<file path="src/rtl/soc_uart_rx.sv">
// rtl/soc_uart_rx.sv - 16x oversampled 8N1 UART receiver with majority vote and receive FIFO
module soc_uart_rx #(
  parameter int FIFO_DEPTH  = 4,
  parameter int SYNC_STAGES = 2
) (
  input  logic                          clk_i,
  input  logic                          rst_i,
  input  logic                          cio_rx_i,
  input  logic                          rx_en_i,
  input  logic [15:0]                   baud_div_i,
  output logic [7:0]                    rdata_o,
  output logic                          rvalid_o,
  input  logic                          rready_i,
  output logic [$clog2(FIFO_DEPTH):0]   level_o,
  output logic                          frame_err_o,
  output logic                          overrun_o
);

  localparam int AW = $clog2(FIFO_DEPTH);
  localparam logic [AW:0] DEPTH_L = (AW+1)'(FIFO_DEPTH);

  typedef enum logic [2:0] {
    IDLE,
    START,
    DATA,
    STOP,
    WAIT_HIGH
  } state_t;

  logic [SYNC_STAGES-1:0] sync_q;
  logic                   rx_s;
  logic [15:0]            cnt_q;
  logic                   tick;
  state_t                 state_q;
  logic [3:0]             sc_q;
  logic [2:0]             bi_q;
  logic [7:0]             shreg_q;
  logic                   v7_q;
  logic                   v8_q;
  logic                   vote;
  logic                   stop_eval;
  logic                   full;
  logic                   pop;
  logic                   push;
  logic                   drop;
  logic [7:0]             mem_q [FIFO_DEPTH];
  logic [AW-1:0]          wptr_q;
  logic [AW-1:0]          rptr_q;
  logic [AW:0]            level_q;

  // Synchroniser resets to the idle-high line level so reset never looks like a start bit
  always_ff @(posedge clk_i or posedge rst_i) begin
    if (rst_i) begin
      sync_q <= '1;
    end else begin
      sync_q <= {sync_q[SYNC_STAGES-2:0], cio_rx_i};
    end
  end

  assign rx_s = sync_q[SYNC_STAGES-1];

  // The >= compare lets a shrinking divider take effect without a counter wrap
  assign tick = rx_en_i && (cnt_q >= baud_div_i);

  always_ff @(posedge clk_i or posedge rst_i) begin
    if (rst_i) begin
      cnt_q <= 16'd0;
    end else if (!rx_en_i || tick) begin
      cnt_q <= 16'd0;
    end else begin
      cnt_q <= cnt_q + 16'd1;
    end
  end

  assign vote = (v7_q & v8_q) | (v7_q & rx_s) | (v8_q & rx_s);

  assign stop_eval = tick && (state_q == STOP) && (sc_q == 4'd9);
  assign full      = (level_q == DEPTH_L);
  assign pop       = rvalid_o && rready_i;
  assign push      = stop_eval && vote && (!full || pop);
  assign drop      = stop_eval && vote && full && !pop;

  always_ff @(posedge clk_i or posedge rst_i) begin
    if (rst_i) begin
      state_q     <= IDLE;
      sc_q        <= 4'd0;
      bi_q        <= 3'd0;
      shreg_q     <= 8'd0;
      v7_q        <= 1'b0;
      v8_q        <= 1'b0;
      frame_err_o <= 1'b0;
      overrun_o   <= 1'b0;
    end else begin
      frame_err_o <= 1'b0;
      overrun_o   <= 1'b0;
      if (!rx_en_i) begin
        state_q <= IDLE;
        sc_q    <= 4'd0;
        bi_q    <= 3'd0;
      end else if (tick) begin
        if (sc_q == 4'd7) v7_q <= rx_s;
        if (sc_q == 4'd8) v8_q <= rx_s;
        unique case (state_q)
          IDLE: begin
            if (!rx_s) begin
              state_q <= START;
              sc_q    <= 4'd1;
            end
          end
          START: begin
            if ((sc_q == 4'd9) && vote) begin
              state_q <= IDLE;
              sc_q    <= 4'd0;
            end else if (sc_q == 4'd15) begin
              state_q <= DATA;
              sc_q    <= 4'd0;
              bi_q    <= 3'd0;
            end else begin
              sc_q <= sc_q + 4'd1;
            end
          end
          DATA: begin
            sc_q <= sc_q + 4'd1;
            if (sc_q == 4'd9) shreg_q <= {vote, shreg_q[7:1]};
            if (sc_q == 4'd15) begin
              if (bi_q == 3'd7) state_q <= STOP;
              else              bi_q    <= bi_q + 3'd1;
            end
          end
          STOP: begin
            // Leave at mid stop bit so the next start edge is caught despite baud drift
            if (sc_q == 4'd9) begin
              state_q     <= vote ? IDLE : WAIT_HIGH;
              sc_q        <= 4'd0;
              frame_err_o <= !vote;
              overrun_o   <= drop;
            end else begin
              sc_q <= sc_q + 4'd1;
            end
          end
          WAIT_HIGH: begin
            if (rx_s) state_q <= IDLE;
          end
          default: state_q <= IDLE;
        endcase
      end
    end
  end

  always_ff @(posedge clk_i or posedge rst_i) begin
    if (rst_i) begin
      for (int i = 0; i < FIFO_DEPTH; i++) mem_q[i] <= 8'd0;
      wptr_q  <= '0;
      rptr_q  <= '0;
      level_q <= '0;
    end else begin
      if (push) begin
        mem_q[wptr_q] <= shreg_q;
        wptr_q        <= wptr_q + AW'(1);
      end
      if (pop) rptr_q <= rptr_q + AW'(1);
      if (push && !pop)      level_q <= level_q + (AW+1)'(1);
      else if (pop && !push) level_q <= level_q - (AW+1)'(1);
    end
  end

  assign rdata_o  = mem_q[rptr_q];
  assign rvalid_o = (level_q != '0);
  assign level_o  = level_q;

endmodule

</file>
<file path="config.mk">
export PLATFORM = sky130hd
export DESIGN_NAME = soc_uart_rx
export DESIGN_NICKNAME = d
export VERILOG_FILES = /design/src/rtl/soc_uart_rx.sv
export SDC_FILE = /design/constraint.sdc
export NUM_CORES = 1
export LEC_CHECK = 0
export ABC_AREA = 0
export BUFFER_PORTS_ARGS = -buffer_cell sky130_fd_sc_hd__buf_2
export CAP_MARGIN = 0
export CORE_MARGIN = 2
export CORE_UTILIZATION = 54
export CTS_CLUSTER_DIAMETER = 200
export DETAILED_ROUTE_END_ITERATION = 16
export PLACE_DENSITY = 0.7
export SKIP_LAST_GASP = 1
export SLEW_MARGIN = 20
export SYNTH_ARGS = -nofsm -noshare
export SYNTH_HDL_FRONTEND = slang
export SYNTH_SLANG_ARGS = --single-unit
</file>
<file path="constraint.sdc">
create_clock -name clk_i -period 3.5 [get_ports clk_i]
set_clock_uncertainty 0.1 [all_clocks]
set_input_delay 0.7 -clock clk_i [delete_from_list [all_inputs] [get_ports clk_i]]
set_output_delay 0.7 -clock clk_i [all_outputs]
set_load 0.02 [all_outputs]
</file>
==> run summary, run 1 <==
The cell that appears most often on the critical path is inv_1. The DRC violation count after routing came out at 0. The count of flip-flops with a built-in enable after synthesis is 0.

The number of buffers added for setup after CTS came out at 0. The distinct cell type count after synthesis came out at 47. Tracing the worst setup path back leads to its startpoint at baud_div_i[13]. Compared with the post-synthesis result, the final layout area differs by 14.09%.

The fmax came out at 320.3 MHz. TritonCTS built the clock tree. The post-route fraction of the period consumed by the critical path is between 80% and 90%. The flow ran to the end, and the final reports show no timing, DRC or antenna violations.

The nature of the critical path startpoint is a primary input. The most frequent standard cell in the layout excluding fill and tap cells is dfrtp_1. The pre-CTS setup slack is 0.003826 ns. The total of warnings raised by yosys is 0. The number of DRC violations after detailed-routing iteration 0 came out at 113. The least setup slack across all paths after layout is 0.3775 ns. The die is 92.21 microns wide. The arrival time at the worst endpoint is roughly 3.3 ns.

The global-route wire length before repair came out at 13.39 mm. The sequential element share of the synthesized area is 47.11%. The startpoint of the worst hold path is sync_q[0]$_DFF_PP1_.

The worst supply voltage drop on vdd came out at 0.0002030 V. The signal on the critical path passes through buf_2 -> inv_1 -> ha_1 -> nand4_1 -> or3_1 -> or3_1 -> nand3_2 -> nand3_1 -> inv_1 -> ha_1 -> inv_1 -> fa_1 -> xor2_1 -> nor2_1 -> xor2_1. In the final timing run, aggregate negative setup slack is 0 ns. The post-synthesis instance total came out at 362. The number of primary I/O pins came out at 35.

In this run the tool buffered the top-level ports with 34 buffer cells. The slowest stage of the critical path belongs to the cell or3_1. The number of sinks on the clock net is slightly below 80. After synthesis, the share of flip-flops with an asynchronous set or reset is 100.0%. The repair_antennas step left the layout with diodes totalling 0.

After detailed routing, the average wire length per cell comes to 14.53 microns. The remaining global-route overflow came out at 0. The routability congestion estimate from global placement is 0.8588. The row count came out at 32. The H-tree depth is 3. The flop-to-flop setup slack is 0.40 ns.

Leaving out fill and tap cells, the most frequent cells in the layout are dfrtp_1, mux2_2, buf_2, nor2_1, ha_1. The net total in the final layout is 460. The kind of path behind the tightest hold check is register to register.

The relative max-transition margin is 53.09%. After filler insertion, the fill cell instance count of the layout stands at 618. The worst setup path is captured at a register. The total length of routed wires came out at ~7.5 mm.

The post-placement cell area is roughly 4600 sq um. Setup repair after global routing left no endpoint under its margin. The clock-pin slew on the worst setup and hold paths is ~0.080 ns. The minimum clock period after layout is ~3.1 ns. The total nets after synthesis is 411. In this design, the stage delay of the slowest critical-path cell is 0.41 ns. The number of cells on the worst reg-to-reg path is 13. The required time reported for the critical path endpoint is 3.68 ns. The number of max-capacitance violations reported came out at 0. Hold timing on the final database bottoms out at a slack of 0.2619 ns. The initial core utilization is 54.94%. Global routing used 19.95% of the available tracks. The remaining antenna violation count after routing is 0. In this run the critical register-to-register path is launched from cnt_q[13]$_DFF_PP0_. The pin count of the biggest net entering global routing came out at 42. Hold repair after CTS inserted 0 buffers. At the pin with the least slew margin, the transition time is approximately 0.7 ns. The via count of the routed design came out at 2,833. The vertical die dimension is about 90 microns. The count of final max-slew check failures came out at 0. The cell area after layout came out at ~4800 sq um. The initial antenna violation count is 0. The number of instances resized during post-cts repair came out at 0.

The number of failing hold endpoints at the final stage came to 0. The placeable core region came out at 7647 sq um. The die footprint is 8502 sq um.

The critical path in this run is classified as primary input to register. The worst register-to-register path ends at level_o[2]$_DFFE_PP0P_. The maximum clock insertion buffer count came out at 2. The cell sitting at the root of the clock tree is a clkbuf_8.

After synthesis the netlist holds a flip-flop and latch count of 79. The capturing element of the worst setup path is level_o[2]$_DFFE_PP0P_. The number of CTS-inserted buffers is 9.

The cell area after synthesis is between 4000 and 5000 sq um. The power per cell area came out at roughly 360 nW/um^2. Setup violations remaining at the end of the flow were counted as 0. The static leakage is between 0.002 and 0.0025 uW. The via count of the first global-routing pass is roughly 2,900.

For the worst-skew pair, the clock arrives at the later sink with an insertion delay of 0.36 ns. The layout cell share with drive strength beyond 1 came out at roughly 30%. A synthesized cell averages 11.61 sq um. The post-detailed-placement half-perimeter wirelength came out at 5.468 mm. Dividing the detail-routed via count by the number of cells gives 5.469. In this run the worst path has a maximum fanout of 2. The first detailed-routing pass ran for 4 iterations. The leading register cell type out of synthesis is dfrtp_1.
==> stage by stage <==
stage	cells	utilization, %	total power, uW
floorplan	362	-	1011
detailed placement	502	59.90	1052
finish	518	62.68	1748
global route	518	62.68	1817
global placement	502	59.90	1049
CTS	518	62.68	1768
==> cell type report <==
class                   instances  area (sq um)  area share, %
clock buffers                  10         137.6          2.871
clock inverters                 6         75.07          1.566
inverters                      27         102.6          2.140
multi-input cells             245          2076          43.30
flip-flops and latches         79          1979          41.29
well taps                     102         127.6          2.662
repair buffers                 49         295.3          6.160
==> worst min-delay path by stage <==
stage / end / slack [ns] / cells after the start
6_report: sync_q[1]$_DFF_PP1_ / 0.26 / 0
5_1_grt: sync_q[1]$_DFF_PP1_ / 0.27 / 0
4_1_cts: sync_q[1]$_DFF_PP1_ / 0.26 / 0
3_5_place_dp: sync_q[1]$_DFF_PP1_ / 0.25 / 0
3_3_place_gp: sync_q[1]$_DFF_PP1_ / 0.25 / 0
2_1_floorplan: sync_q[1]$_DFF_PP1_ / 0.25 / 0
==> worst max-delay path, delay by kind of cell <==
kind	cells	cell delay (ns)
fa+ha+maj	3	0.83
simple gates	6	1.22
xor+xnor	2	0.31
buf+inv	4	0.25
==> state kept, by name (all words and copies together) (netlist names) <==
name / count
bi_q: 3
cnt_q: 16
frame_err_o: 1
level_o: 3
mem_q: 32
overrun_o: 1
rptr_q: 2
sc_q: 4
shreg_q: 8
state_q: 3
sync_q: 2
v7_q: 1
v8_q: 1
wptr_q: 2
==> metal layers <==
metal | vias to the layer above | global-route usage [%] | share of wire (%)
met5 | - | 0 | 0
met3 | 10 | 2.794 | 3.9
li1 | 1377 | - | -
met2 | 64 | 31.00 | 46
met1 | 1382 | 28.37 | 48
met4 | 0 | 8.333 | 1.8
==> cell usage after synthesis (6+ instances only) <==
cell type / number / area (sq um)
ha_1: 27 / 337.8
xor2_1: 11 / 96.34
xnor2_1: 9 / 78.83
a21oi_1: 8 / 40.04
clkbuf_1: 9 / 33.78
nand2_1: 21 / 78.83
inv_1: 27 / 101.4
and3_1: 9 / 56.30
mux2_2: 44 / 495.5
nor2_1: 29 / 108.9
nand3_1: 14 / 70.07
nor3_1: 6 / 30.03
dfrtp_1: 77 / 1927
mux4_2: 8 / 180.2
==> logic make-up (layout without fill, tap and decap cells) <==
family	count (synthesis)	in the layout	synth area share, %
AOI/OAI and AO/OA	31	31	5.539
xor gates and xnor gates	20	20	4.169
adders and majority gates	29	29	8.755
buffers and inverters	38	92	3.603
DFF	79	79	47.11
muxes	58	58	17.54
and+or+nand+nor	107	107	13.28
==> power by group <==
group	switching, uW	total (uW)	internal (uW)
Clock	355	715	360
Sequential	11.1	931	920
Combinational	58.5	101	42.4
Total	425	1750	1320
(Power assumes the default switching activity.)
==> inputs of run 2 (changes only) <==
--- a/config.mk
+++ b/config.mk
@@ -11,4 +11,5 @@
 export CORE_MARGIN = 2
 export CORE_UTILIZATION = 54
+export CTS_BUF_LIST = sky130_fd_sc_hd__clkbuf_16
 export CTS_CLUSTER_DIAMETER = 200
 export DETAILED_ROUTE_END_ITERATION = 16
--- a/constraint.sdc
+++ b/constraint.sdc
@@ -3,3 +3,3 @@
 set_input_delay 0.7 -clock clk_i [delete_from_list [all_inputs] [get_ports clk_i]]
 set_output_delay 0.7 -clock clk_i [all_outputs]
-set_load 0.02 [all_outputs]
+set_load 0.005 [all_outputs]
==> run 2 against run 1 <==
Against the previous run:
- fmax decreased by 0.60%
- register-to-register slack about the same
- critical path depth stayed put
- sequential share of layout area shrank 0.77 points
- clock-buffer cell count shrank 1
- die area unchanged
- critical endpoint unchanged
==> run summary, run 2 (synthesis gave the netlist of run 1 again) <==
The flow ran to the end, and the final reports show no timing, DRC or antenna violations. The global routing met2 resource utilization came to 33.39% (+2.4 points). The number of primary I/O pins came out at 35 (unchanged). The routability congestion estimate from global placement came out at 0.8588 (unchanged). The global-route wire length before repair came out at 13.72 mm (+2.5%). The flip-flop count of the largest register after layout is 32 (unchanged).

The global routing usage on met1 came out at 27.94% (-0.43 points). The global routing stage identified its most utilized layer as met2. The remaining antenna violation count after routing is 0 (unchanged). The slowest stage cell on the critical path is or3_1. The via count of the routed design came out at 2,851 (+0.64%). The sequential share of power is 47.0% (-6.3 points). The hold-fix buffer count after cts came out at 0 (unchanged). The via count of the first global-routing pass came out at 2,959 (+2.0%). The number of max-capacitance violations reported is 0 (unchanged). The critical-path maximum fanout is 2 (unchanged). The placeable core region is 7647 sq um (unchanged). The die footprint is 8502 sq um (unchanged). The antenna diode instance count came to 0 (unchanged). The DRC violation count after routing is 0 (unchanged). The initial antenna violation count is 0 (unchanged).

The minimum clock period after layout is 3.141 ns (+0.01874 ns). The post-route fraction of the period consumed by the critical path came out at 89.75% (+0.54 points). The total power of the final layout is 1987 uW (+14%). The number of fill cells is 606 (-1.9%).

The total length of routed wires was 7.842 mm (+4.2%). The number of sinks on the clock net came out at 79 (unchanged). The H-tree depth is 3 (unchanged). The count of endpoints failing setup in the final report is 0 (unchanged).

In the final layout, the registers with the most flip-flops are mem_q: 32 flops, cnt_q: 16 flops, shreg_q: 8 flops. STA classifies the critical path startpoint as a primary input. The most frequent cell on the critical path is inv_1. The library cell used most frequently in the layout, excluding fill and tap cells, is dfrtp_1. The arrival time at the worst endpoint came out at 3.30 ns (about the same). The number of DRC violations after detailed-routing iteration 0 is 147 (+30%). The count of final max-slew check failures is 0 (unchanged). STA classifies the critical path endpoint as a register.

The number of instances resized during post-cts repair is 0 (unchanged). The share of total power in combinational logic came out at 5.1% (-0.7 points). The static leakage is 0.002538 uW (+1.6%). The net switching power of the design is 461.7 uW (+8.7%). The critical path in this run is classified as primary input to register. The initial core utilization came out at 54.94% (unchanged). The portion of total power attributed to the clock network is 47.9% (+7.0 points). The latest clock arrival within the worst-skew pair came out at 0.34 ns (-0.02 ns).

The fmax came to 318.3 MHz (-0.60%). The required time reported for the critical path endpoint is 3.66 ns (-0.02 ns). The number of input and output port buffers inserted came to 34 (unchanged). The average vias per placed instance came to 5.504 (+0.64%). The final instance count without filler cells is 518 (unchanged).

The longest individual stage delay on the worst path was 0.41 ns (about the same). The internal power was 1525 uW (+15%). The final total negative setup slack is 0 ns (unchanged). The maximum clock insertion buffer count came out at 2 (unchanged).

The post-detailed-placement half-perimeter wirelength came to 5.468 mm (unchanged). The placed instance count is 502 (unchanged). The pin count of the biggest net entering global routing is 42 (unchanged). The row count is 32 (unchanged). The tree is rooted in a clkbuf_16. The remaining global-route overflow came out at 0 (unchanged).

The relative max-transition margin is 53.41% (+0.32 points). The number of CTS-inserted buffers came out at 9 (unchanged). The power per cell area came out at 406.7 nW/um^2 (+12%). The worst supply voltage drop on vdd came out at 0.0002823 V (+39%).

The min-delay analysis places its worst path in the category register to register. The number of buffers added for setup after CTS was 0 (unchanged). TritonCTS built the clock tree.

Leaving out fill and tap cells, the most frequent cells in the layout are dfrtp_1, mux2_2, buf_2, nor2_1, ha_1. The vertical die dimension came out at 92.21 microns (unchanged). The horizontal die dimension was 92.21 microns (unchanged).

The mean routed wirelength per cell came out at 15.14 microns (+4.2%). Setup repair after global routing left no endpoint under its margin. Ranked by flip-flop count, first place goes to mem_q.

The clock-pin slew on the worst setup and hold paths came to 0.06 ns (-0.02 ns). The met3 global-route usage came to 3.862% (+1.1 points). The net total in the final layout came to 460 (unchanged). The overall global routing resource usage came out at 20.58% (+0.63 points). The area growth from synthesis to final layout came out at 16.26%. The number of failing hold endpoints at the final stage is 0 (unchanged). The switching fraction of total power came to 23.24% (-1.1 points). The layout cell share with drive strength beyond 1 is 30.53% (-0.24 points).

The length of the first detailed-routing pass in iterations came out at 4 (unchanged). The transition time at the pin with the least slew margin is 0.6981 ns (-0.004807 ns). Traced cell by cell, the critical path runs through buf_2 -> inv_1 -> ha_1 -> nand4_1 -> or3_1 -> or3_1 -> nand3_2 -> nand3_1 -> inv_1 -> ha_1 -> inv_1 -> fa_1 -> xor2_1 -> nor2_1 -> xor2_1.
run 2: power by group through the flow:
stage / registers [uW] / clock network (uW) / logic, uW
6_report: 933 / 952 / 102
5_1_grt: 934 / 999 / 118
2_1_floorplan: 943 / 0 / 68.1
3_5_place_dp: 949 / 0 / 102
4_1_cts: 933 / 967 / 104
3_3_place_gp: 949 / 0 / 99.9
run 2: area by class of cell:
type                    instances  area (sq um)  area share (%)
clock inverters                 7         78.83           1.614
well taps                     102         127.6           2.613
repair buffers                 49         295.3           6.045
clock buffers                   9         225.2           4.611
inverters                      27         102.6           2.100
multi-input cells             245          2076           42.49
flip-flops and latches         79          1979           40.52
run 2: layer usage:
| metal | vias to the layer above | routed length [microns] |
|---|---|---|
| met5 | - | 0 |
| met4 | 0 | 105 |
| met3 | 10 | 279 |
| met2 | 48 | 3769 |
| met1 | 1419 | 3687 |
| li1 | 1374 | - |
run 2: worst paths after layout:
path	startpoint	end	slack, ns	cells past startpoint
setup / recovery	baud_div_i[13]	level_o[2]$_DFFE_PP0P_	0.36	15
hold / removal	sync_q[0]$_DFF_PP1_	sync_q[1]$_DFF_PP1_	0.26	0
min in group asynchronous	rst_i	cnt_q[13]$_DFF_PP0_	0.35	2
setup reg to reg	cnt_q[11]$_DFF_PP0_	level_o[2]$_DFFE_PP0P_	0.40	13
max in group asynchronous	rst_i	mem_q[20]$_DFFE_PP0P_	2.32	3
hold reg to reg	sync_q[0]$_DFF_PP1_	sync_q[1]$_DFF_PP1_	0.26	0
run 2: per-stage QoR:
stage          hold WS, ns  instance area (sq um)  worst slack (ns)  util, %
2_1_floorplan       0.2452                   4207           0.04418        -
3_3_place_gp        0.2463                   4581           0.05681    59.90
3_5_place_dp        0.2496                   4581          0.003826    59.90
4_1_cts             0.2588                   4885            0.3410    63.87
5_1_grt             0.2628                   4885            0.1770    63.87
6_report            0.2588                   4885            0.3588    63.87
run 2: worst max-delay path: cells and delay by family:
family,cells,cell delay (ns)
xor gates and xnor gates,2,0.31
adders and majority gates,3,0.83
buffers and inverters,4,0.25
and+or+nand+nor,6,1.22
==> inputs of run 3 (changes only) <==
Settings changed: CORE_UTILIZATION 54 to 45, PLACE_DENSITY 0.7 to 0.6.
==> run 3 against run 2 <==
Against the previous run:
- sequential share of layout area decreased by 0.10 points
- register-to-register slack got worse by 0.13 ns
- sequential cell count unchanged
- hold slack got worse by 0.0014 ns
- design area increased by 0.26%
- clock-buffer cell count unchanged
- die area increased by 19%
- first-iteration DRC count decreased by 52%
- global-route usage decreased by 2.9 points
- critical endpoint unchanged
==> run summary, run 3 (synthesis gave the netlist of run 1 again) <==
The run finished with clean final reports. The number of input and output port buffers inserted came out at 34 (unchanged). The largest registers in the layout are mem_q: 32 flops, cnt_q: 16 flops, shreg_q: 8 flops.

Counting stages on the worst path, the most repeated cell is inv_1. The H-tree depth is 3 (unchanged). The total length of routed wires was 7.912 mm (+0.89%). STA classifies the critical path startpoint as a primary input.

The static leakage is 0.002539 uW (about the same). The final hold slack is 0.2574 ns (-0.001393 ns). The number of sinks on the clock net came to 79 (unchanged).

The most frequent standard cell in the layout excluding fill and tap cells is dfrtp_1. The number of instances resized during post-cts repair came out at 0 (unchanged). The number of CTS-inserted buffers came to 9 (unchanged). The initial core utilization came out at 45.91% (-9.0 points). Walking the worst path, the cells encountered are buf_2 -> inv_1 -> ha_1 -> nand4_1 -> or3_1 -> or3_1 -> nand3_2 -> nand3_1 -> inv_1 -> ha_1 -> inv_1 -> fa_1 -> xor2_1 -> nor2_1 -> xor2_1.

The layout cell share with drive strength beyond 1 was 30.77% (+0.24 points). The vertical die dimension came out at 100.6 microns (+9.1%). The maximum clock insertion buffer count is 2 (unchanged).

The TritonCTS clock tree is yes. The longest individual stage delay on the worst path is 0.42 ns (about the same). The remaining antenna violation count after routing came out at 0 (unchanged). The arrival time at the worst endpoint is 3.43 ns (+0.13 ns). The worst supply voltage drop on vdd came out at 0.0002019 V (-28%).

The relative max-transition margin came to 44.50% (-8.9 points). The number of primary I/O pins came to 35 (unchanged). The fmax came out at 305.8 MHz (-4.0%). The critical-path maximum fanout is 3 (+1).

The area growth from synthesis to final layout came out at 16.56%. The latest clock arrival within the worst-skew pair is 0.34 ns (about the same). The count of final max-slew check failures was 0 (unchanged).

The net total in the final layout came out at 460 (unchanged). The flip-flop count of the largest register after layout came out at 32 (unchanged). The number of max-capacitance violations reported came to 0 (unchanged). The pin count of the biggest net entering global routing is 49 (+17%). The final instance count without filler cells came out at 527 (+1.7%). The class of the most critical setup path is primary input to register. The remaining global-route overflow came out at 0 (unchanged).

The most flop-heavy register is mem_q. The number of fill cells came out at 797 (+32%). The area taken by multi-input logic gates is 2076 sq um (unchanged).

The overall global routing resource usage came out at 17.64% (-2.9 points). The via count of the first global-routing pass came to 2,906 (-1.8%). The post-route fraction of the period consumed by the critical path came out at 93.44% (+3.7 points). The antenna diode instance count is 0 (unchanged).

The number of failing hold endpoints at the final stage came out at 0 (unchanged). The number of buffers added for setup after CTS came out at 0 (unchanged). The hold-fix buffer count after cts came to 0 (unchanged). Setup repair after global routing left no endpoint under its margin. The share of the core filled with cells is 53.51% (-10 points). The area taken by flip-flops and latches came out at 1979 sq um (unchanged).

The worst hold path belongs to the class register to register. The DRC violation count after routing was 0 (unchanged). The mean routed wirelength per cell came out at 15.01 microns (-0.83%).

The placeable core region is 9153 sq um (+20%). The placed instance count came out at 511 (+1.8%). The post-detailed-placement half-perimeter wirelength came out at 5.601 mm (+2.4%). The worst setup path is captured at a register. The transition time at the pin with the least slew margin is 0.8316 ns (+0.1335 ns). The required time reported for the critical path endpoint was 3.66 ns (about the same). The count of endpoints failing setup in the final report is 0 (unchanged). The cell sitting at the root of the clock tree is a clkbuf_16. The number of DRC violations after detailed-routing iteration 0 is 71 (-52%). The row count came out at 35 (+9.4%).

The initial antenna violation count is 0 (unchanged). The die footprint came to 10,130 sq um (+19%). The global-route wire length before repair came out at 13.82 mm (+0.70%).

The length of the first detailed-routing pass in iterations is 4 (unchanged). The routability congestion estimate from global placement came out at 0.8431 (-1.8%). The average vias per placed instance was 5.417 (-1.6%).

Leaving out fill and tap cells, the most frequent cells in the layout are dfrtp_1, mux2_2, buf_2, nor2_1, ha_1. The largest individual stage delay along the critical path comes from the cell or3_1. The minimum clock period after layout came out at 3.271 ns (+0.1293 ns).

The clock-pin slew on the worst setup and hold paths is 0.06 ns (about the same). The via count of the routed design came out at 2,855 (+0.14%). The horizontal die dimension is 100.6 microns (+9.1%).

The power per cell area came out at 407.5 nW/um^2 (+0.18%).
-- run 3: changes by cell type in the layout (fill, tap and decap cells not counted) --
cell,delta
clkinv_1,-1
clkinv_2,+1
-- run 3: metrics by stage --
step / total power (uW) / setup slack (ns) / instance area, sq um / TNS, ns
finish: 1995 / 0.2295 / 4897 / 0
CTS: 2015 / 0.2253 / 4897 / 0
detailed placement: 1052 / -0.1079 / 4592 / -0.1725
floorplan: 1011 / 0.04418 / 4207 / 0
global placement: 1050 / -0.01851 / 4592 / -0.01851
global route: 2075 / 0.01970 / 4897 / 0
-- run 3: routing by layer --
layer	vias to the layer above	global-route usage (%)	share of wire [%]
li1	1383	-	-
met5	-	0	0
met4	0	7.482	1.6
met1	1407	24.37	49
met3	12	2.913	3.3
met2	53	27.64	46
-- run 3: cell type report --
type	instances	area share, %
clock inverters	7	1.635
repair buffers	49	6.030
well taps	111	2.836
flip-flops and latches	79	40.42
clock buffers	9	4.599
multi-input cells	245	42.39
inverters	27	2.095
-- run 3: final timing paths --
kind,start,to,slack (ns),cells past startpoint
max,baud_div_i[14],level_o[2]$_DFFE_PP0P_,0.23,15
min,sync_q[0]$_DFF_PP1_,sync_q[1]$_DFF_PP1_,0.26,0
max reg2reg,cnt_q[14]$_DFF_PP0_,level_o[2]$_DFFE_PP0P_,0.27,13
min reg2reg,sync_q[0]$_DFF_PP1_,sync_q[1]$_DFF_PP1_,0.26,0
max in group asynchronous,rst_i,sync_q[0]$_DFF_PP1_,2.14,3
min in group asynchronous,rst_i,mem_q[30]$_DFFE_PP0P_,0.40,2
-- run 3: report_power, final --
part,switching [uW],internal [uW]
registers,11.5,922
logic,58.4,41.3
clock network,400,562
-- run 3: critical path: cells and delay by family --
kind	cells	cell delay (ns)
buffers and inverters	4	0.27
AND/OR/NAND/NOR	6	1.32
adder cells (fa/ha/maj)	3	0.82
XOR/XNOR	2	0.31
